File: config.mk
export PLATFORM = sky130hd
export DESIGN_NAME = pdw_snapshot_engine
export DESIGN_NICKNAME = d
export VERILOG_FILES = /design/src/rtl/pdw_snapshot_engine.sv
export SDC_FILE = /design/constraint.sdc
export NUM_CORES = 1
export LEC_CHECK = 0
export BUFFER_PORTS_ARGS = -buffer_cell sky130_fd_sc_hd__buf_2
export CORE_UTILIZATION = 36
export DETAILED_ROUTE_END_ITERATION = 12
export RECOVER_POWER = 100
export SLEW_MARGIN = 25
export SYNTH_ARGS = -nofsm -noshare
export SYNTH_HDL_FRONTEND = slang
export SYNTH_SLANG_ARGS = --single-unit
export TNS_END_PERCENT = 1
File: constraint.sdc
create_clock -name clk -period 2.79 [get_ports clk]
set_input_delay 0.4185 -clock clk [delete_from_list [all_inputs] [get_ports clk]]
set_output_delay 0.4185 -clock clk [all_outputs]
set_load 0.005 [all_outputs]
File: src/rtl/pdw_snapshot_engine.sv
// PDW snapshot engine: threshold trigger, pre/post window capture, serial PDW (MSB first).
// Define PDW_CRC_EN to append a CRC-16-CCITT (0x1021, init 0xFFFF) after the last sample.
module pdw_snapshot_engine #(
  parameter int SAMPLE_WIDTH = 16,
  parameter int FIR_WIDTH    = 36,
  parameter int PRE_SAMPLES  = 4,
  parameter int POST_SAMPLES = 6,
  parameter int TIME_WIDTH   = 32
) (
  input  logic                    clk,
  input  logic                    rst,
  input  logic [SAMPLE_WIDTH-1:0] sample_i,
  input  logic [FIR_WIDTH-1:0]    fir_i,
  input  logic                    valid_i,
  input  logic                    cfg_en_i,
  input  logic [FIR_WIDTH-1:0]    cfg_thresh_hi_i,
  input  logic [FIR_WIDTH-1:0]    cfg_thresh_lo_i,
  input  logic [15:0]             cfg_holdoff_i,
  output logic                    pdw_data,
  output logic                    pdw_frame,
  output logic                    busy_o,
  output logic [7:0]              missed_o
);
  localparam int W         = PRE_SAMPLES + POST_SAMPLES;
  localparam int HIST_BITS = PRE_SAMPLES * SAMPLE_WIDTH;
  localparam int WIN_BITS  = W * SAMPLE_WIDTH;
  localparam int DATA_BITS = TIME_WIDTH + FIR_WIDTH + WIN_BITS;
`ifdef PDW_CRC_EN
  localparam int CRC_BITS  = 16;
`else
  localparam int CRC_BITS  = 0;
`endif
  localparam int FRAME_LEN = DATA_BITS + CRC_BITS;
  localparam int CW        = $clog2(FRAME_LEN + 1);
  localparam int PW        = $clog2(POST_SAMPLES + 1);

  typedef enum logic [1:0] {IDLE, CAPTURE, TX, HOLDOFF} state_t;
  state_t state, state_n;

  logic [TIME_WIDTH-1:0]             ts, ts_q;
  logic [FIR_WIDTH-1:0]              fir_q;
  logic [HIST_BITS-1:0]              hist;
  logic [HIST_BITS+SAMPLE_WIDTH-1:0] hist_ext;
  logic [WIN_BITS-1:0]               win, win_n;
  logic [DATA_BITS-1:0]              sr, frame_vec;
  logic [CW-1:0]                     bit_cnt;
  logic [PW-1:0]                     post_cnt;
  logic [15:0]                       hold_cnt;
  logic hi_hit, lo_hit, trig, take, load, tx_done, hold_done;

  assign hi_hit    = $signed(fir_i) >= $signed(cfg_thresh_hi_i);
  assign lo_hit    = $signed(fir_i) <= $signed(cfg_thresh_lo_i);
  assign trig      = valid_i & cfg_en_i & (hi_hit | lo_hit);
  assign take      = trig && (state == IDLE);
  assign load      = (take && POST_SAMPLES == 1) ||
                     (state == CAPTURE && valid_i && post_cnt == PW'(POST_SAMPLES - 1));
  assign tx_done   = (state == TX) && (bit_cnt == CW'(FRAME_LEN));
  assign hold_done = (state == HOLDOFF) && valid_i &&
                     (({1'b0, hold_cnt} + 17'd1) >= {1'b0, cfg_holdoff_i});
  assign busy_o    = (state != IDLE);
  assign hist_ext  = {hist, sample_i};

  always_ff @(posedge clk) begin
    if (rst) state <= IDLE;
    else     state <= state_n;
  end

  always_comb begin
    state_n = state;
    case (state)
      IDLE:    if (take) state_n = (POST_SAMPLES == 1) ? TX : CAPTURE;
      CAPTURE: if (load) state_n = TX;
      TX:      if (tx_done) state_n = (cfg_holdoff_i == 16'd0) ? IDLE : HOLDOFF;
      HOLDOFF: if (hold_done) state_n = IDLE;
      default: state_n = IDLE;
    endcase
  end

  // Window fills from the LSB end; after the last post sample the zero pad has shifted out.
  always_comb begin
    win_n = win;
    if (take) begin
      win_n = '0;
      win_n[HIST_BITS+SAMPLE_WIDTH-1:0] = hist_ext;
    end else if (state == CAPTURE && valid_i) begin
      win_n = {win[WIN_BITS-SAMPLE_WIDTH-1:0], sample_i};
    end
  end

  assign frame_vec = {take ? ts : ts_q, take ? fir_i : fir_q, win_n};

  always_ff @(posedge clk) begin
    if (rst) begin
      ts       <= '0;
      ts_q     <= '0;
      fir_q    <= '0;
      hist     <= '0;
      win      <= '0;
      post_cnt <= '0;
      hold_cnt <= '0;
      missed_o <= '0;
    end else begin
      ts  <= ts + TIME_WIDTH'(1);
      win <= win_n;
      if (valid_i) hist <= hist_ext[HIST_BITS-1:0];
      if (take) begin
        ts_q     <= ts;
        fir_q    <= fir_i;
        post_cnt <= PW'(1);
      end else if (state == CAPTURE && valid_i) begin
        post_cnt <= post_cnt + PW'(1);
      end
      if (tx_done)                        hold_cnt <= '0;
      else if (state == HOLDOFF && valid_i) hold_cnt <= hold_cnt + 16'd1;
      if (trig && state != IDLE && missed_o != 8'hFF) missed_o <= missed_o + 8'd1;
    end
  end

`ifdef PDW_CRC_EN
  logic [15:0] crc;

  function automatic logic [15:0] crc_step(input logic [15:0] c, input logic b);
    crc_step = {c[14:0], 1'b0} ^ ((c[15] ^ b) ? 16'h1021 : 16'h0000);
  endfunction

  // CRC tracks the data bits as they leave, then itself shifts out behind them.
  always_ff @(posedge clk) begin
    if (rst)       crc <= 16'hFFFF;
    else if (load) crc <= crc_step(16'hFFFF, frame_vec[DATA_BITS-1]);
    else if (state == TX && !tx_done) begin
      if (bit_cnt < CW'(DATA_BITS)) crc <= crc_step(crc, sr[DATA_BITS-1]);
      else                          crc <= {crc[14:0], 1'b0};
    end
  end
`endif

  always_ff @(posedge clk) begin
    if (rst) begin
      pdw_frame <= 1'b0;
      pdw_data  <= 1'b0;
      bit_cnt   <= '0;
      sr        <= '0;
    end else if (load) begin
      pdw_frame <= 1'b1;
      pdw_data  <= frame_vec[DATA_BITS-1];
      sr        <= frame_vec << 1;
      bit_cnt   <= CW'(1);
    end else if (state == TX) begin
      if (tx_done) begin
        pdw_frame <= 1'b0;
        pdw_data  <= 1'b0;
      end else begin
        bit_cnt <= bit_cnt + CW'(1);
        if (bit_cnt < CW'(DATA_BITS)) begin
          pdw_data <= sr[DATA_BITS-1];
          sr       <= sr << 1;
        end
`ifdef PDW_CRC_EN
        else pdw_data <= crc[15];
`endif
      end
    end
  end
endmodule

==> flow_summary_export.csv <==
group,metric,value,unit
status,status,"complete, but fails checks",
status,violations,"capacitance limit, slew limit",
timing,timing.final.hold_violations,0,
route,postRouteAntennaNets,0,
place,routabilityCongestion,0.8473,
min_path,min_to,"hist[13]$_SDFFE_PP0P_",
critical_path,path_class,"reg2reg",
yosys,synth.avg_cell_area,8.374,um2
critical_path,crit_path_max_incr_delay,0.37,ns
timing,finalClockSkew,0.02258,ns
timing,min_period_over_period,0.9592,
critical_path,timing.critical_path.buf_inv,2,
pwr,p_leak,0.01244,uW
route,vias,21210,
grt,grt_use_total,0.1768,
grt,antenna_found_initial,0,
grt,grt_pass1_wl,105900,um
cells_and_area,fillers,7020,
clock_network,cts_buffer_depth,3,
route,dr.pass1.iters,5,
clock_network,path_clk_slew,0.06,ns
yosys,synth_edf_count,0,
floorplanning,rows,97,
timing,setup-violations-final,0,
place,io_buffers,154,
clock_network,cts_sinks,574,
critical_path,crit_top_cell,"a21o_1",
min_path,hp-start,"sample_i[13]",
floorplanning,fp.dieW,268.2,um
timing,slew_viol_final,80,
clock_network,cts_tree,"built",
min_path,hold_depth,3,
cells_and_area,final_cells,4156,
pwr,powerDensity,585.8,mW/mm2
cells_and_area,drive_above_1_share,0.1337,
clock_network,clock_latency,0.61,ns
clock_network,cts_root_buf,"clkbuf_16",
flow_run,maxCapViolCount,1,
timing,tns,0,ns
critical_path,ff2ff_setup_slack,0.11,ns
min_path,hp-class,"in2reg",
critical_path,crit_path_cell_trace,"ha_4 -> nand3_4 -> nor2_4 -> nand3_4 -> nor2_4 -> buf_6 -> xor2_1 -> ha_1 -> a21o_1 -> a21o_1 -> a21oi_2 -> buf_4 -> o211ai_1 -> a21o_1 -> o21ai_1 -> and3_1",
grt,gr-total-overflow,0,
yosys,ys.flop_type,"dfxtp_1",
critical_path,rr_startpoint,"hold_cnt[1]$_SDFFE_PP0P_",
critical_path,crit_path_top_delay_cell,"dfxtp_4",
yosys,synth_top_area_cell,"dfxtp_1",
place,placed_cells,4048,
timing,worstMarginPinSlew,1.935,ns
timing,rsz0062_at_grt,"yes",
timing,fin_crit,2.676,ns
floorplanning,chipHeight,268.2,um
yosys,seq_area_frac_synth,0.4504,
cells_and_area,multi_input_area,0.01292,mm2
yosys,netlist_instances,3047,
clock_network,cts-htree-levels,2,
clock_network,cts-buffers-inserted,60,
cells_and_area,syn_to_final_growth,17.60,%
floorplanning,coreArea,0.07003,mm2
pwr,vdd_ir_drop_max,0.0004660,V
critical_path,crit_fanout,3,
cells_and_area,finalNetCount,3411,
critical_path,end_kind,"flip-flop",
yosys,synthArstFlopShare,0,
place,dpl.hpwl,41350,um
route,drtIter0Drc,1390,
route,wl_per_cell,15.44,um
critical_path,cp-start-kind,"flip-flop",
yosys,yosys_warnings,0,
yosys,yosysUniqueCellTypes,52,
yosys,synth_nets,3286,
critical_path,reg2reg_to,"state[0]$_SDFFE_PP0P_",
yosys,synth_top_area_frac,0.4504,
critical_path,critPathTopFamily,"compound AO/OA/AOI/OAI gates",
floorplanning,start_util,0.3644,
yosys,synth-seq-cells,574,
grt,grt_pass1_vias,20090,
yosys,synth.cell_area,0.02552,mm2
route,drc,0,
cells_and_area,seq_area,0.01150,mm2
critical_path,reg2reg_depth,16,
cells_and_area,diodes,0,
route,viasPerCell,5.103,
floorplanning,dieArea,0.07194,mm2
timing,max_freq,373.7,MHz
yosys,synth.area.top_cells,"dfxtp_1 (45%), nand2_1 (9.5%), mux2i_1 (7.8%), a311oi_1 (7.7%), nor2_1 (6.3%)",
grt,grt_max_degree,107,
critical_path,worstPathRequired,3.34,ns
route,wl,64170,um
floorplanning,ioPinCount,155,
critical_path,worstPathArrival,3.22,ns
timing,max_slew_margin,-0.2901,
-- layout by cell type, fill, tap and decap left out, types with 6 or more instances in the layout --
cell type,Yosys,final
dfxtp_1,574,570
mux2i_1,198,198
clkbuf_8,0,14
clkbuf_16,0,60
xnor2_1,21,21
and3_1,12,10
xor2_1,39,38
ha_1,95,94
nand2b_1,18,17
nor3_1,78,78
a21o_1,11,11
buf_4,8,109
nand4_1,25,25
clkinv_2,0,9
nor2b_1,7,7
nand2_1,643,642
o21ai_0,38,37
o211ai_1,6,6
a211oi_1,68,68
clkbuf_1,199,25
buf_12,0,25
nor2_1,427,422
nand3_1,34,28
buf_2,19,149
a21oi_1,116,114
or3_1,12,12
nand4b_1,16,16
a311oi_1,225,224
inv_1,96,96
-- stage by stage --
stage               setup slack, ns  hold WS, ns  cell area, um2    util  power (uW)
floorplan                 -0.001494       0.4249           25530       -        9486
finish                       0.1139      0.08568           30010  0.4285       17580
global placement            -0.5443       0.4462           28000  0.3998       10080
detailed placement          -0.6118       0.4473           28000  0.3998       10090
CTS                        0.006096      0.05461           29940  0.4275       17790
global route                -0.1243      0.09700           30010  0.4285       18280
-- cells by family (layout without fill, tap and decap cells) --
group	Yosys count	in the layout	share of synthesized area
AND/OR/NAND/NOR	1300	1300	0.2122
flip-flops	574	574	0.4504
AO/OA/AOI/OAI	486	486	0.1402
buffers and inverters	332	501	0.05124
multiplexers	199	199	0.07821
adder cells (fa/ha/maj)	95	95	0.04658
XOR/XNOR	61	61	0.02123
-- where the power goes --
group	total (uW)	leakage (uW)	internal [uW]	switching, uW
sequential	8520	0.00464	8370	143
clock	7660	0.000928	4410	3250
combinational	1400	0.00687	582	813
-- state kept, by name (all words and copies together), names as in the netlist --
signal and count:
bit_cnt 8, fir_q 36, hist 64, hold_cnt 16, missed_o 8, pdw_data 1, pdw_frame 1, post_cnt 3
sr 227, state 2, ts 32, ts_q 32, win 144
-- cell type report --
class,instances,share of cell area
clock inverter,13,0.003628
sequential,574,0.3834
tap,940,0.03920
multi-input combinational,2141,0.4307
inverter,96,0.01201
timing repair buffer,299,0.07222
clock buffer,93,0.05884
-- worst reg2reg max path, cell delays in order (launching register included) --
cell and delay, ns:
dfxtp_4 0.37, ha_4 0.15, nand3_4 0.08, nor2_4 0.12, nand3_4 0.10, nor2_4 0.16, buf_6 0.12, xor2_1 0.15
ha_1 0.26, a21o_1 0.16, a21o_1 0.15, a21oi_2 0.18, buf_4 0.13, o211ai_1 0.07, a21o_1 0.19, o21ai_1 0.07
and3_1 0.15
-- cell usage after synthesis, drive strengths merged (12+ instances only) --
cell type and number:
nor3 79, mux2i 199, or3 12, inv 96
xnor2 22, a211oi 70, buf 37, o21ai 42
nand4b 16, xor2 39, nand2b 18, nand2 644
nand3 34, ha 95, and3 13, dfxtp 574
nand4 27, clkbuf 199, a311oi 225, a21oi 116
nor2 427
-- worst max path at each step --
| stage | cells after the start | slack [ns] | to | from |
|---|---|---|---|---|
| after floorplan | 16 | -0.001 | state[0]$_SDFFE_PP0P_ | hold_cnt[0]$_SDFFE_PP0P_ |
| final | 16 | 0.11 | state[0]$_SDFFE_PP0P_ | hold_cnt[1]$_SDFFE_PP0P_ |
| after detailed placement | 15 | -0.61 | win[31]$_SDFF_PP0_ | fir_i[23] |
| after global placement | 15 | -0.54 | win[77]$_SDFF_PP0_ | fir_i[23] |
| after CTS | 16 | 0.006 | state[0]$_SDFFE_PP0P_ | hold_cnt[0]$_SDFFE_PP0P_ |
| after global routing | 13 | -0.12 | state[0]$_SDFFE_PP0P_ | hold_cnt[1]$_SDFFE_PP0P_ |
-- routing by layer --
metal,vias to the layer above,GRT usage,wire [um]
met3,83,0.01979,1849
met4,0,0.04788,1210
li1,10780,-,-
met5,-,0,0
met2,257,0.2764,28720
met1,10090,0.2559,32390
-- what timing repair did --
item	in CTS	in global routing
resized for setup	14	29
hold buffers	0	0
buffers inserted	1	1
setup endpoints to repair	2	143
gates cloned	0	0
pin swaps	9	14
(Power assumes the default switching activity.)
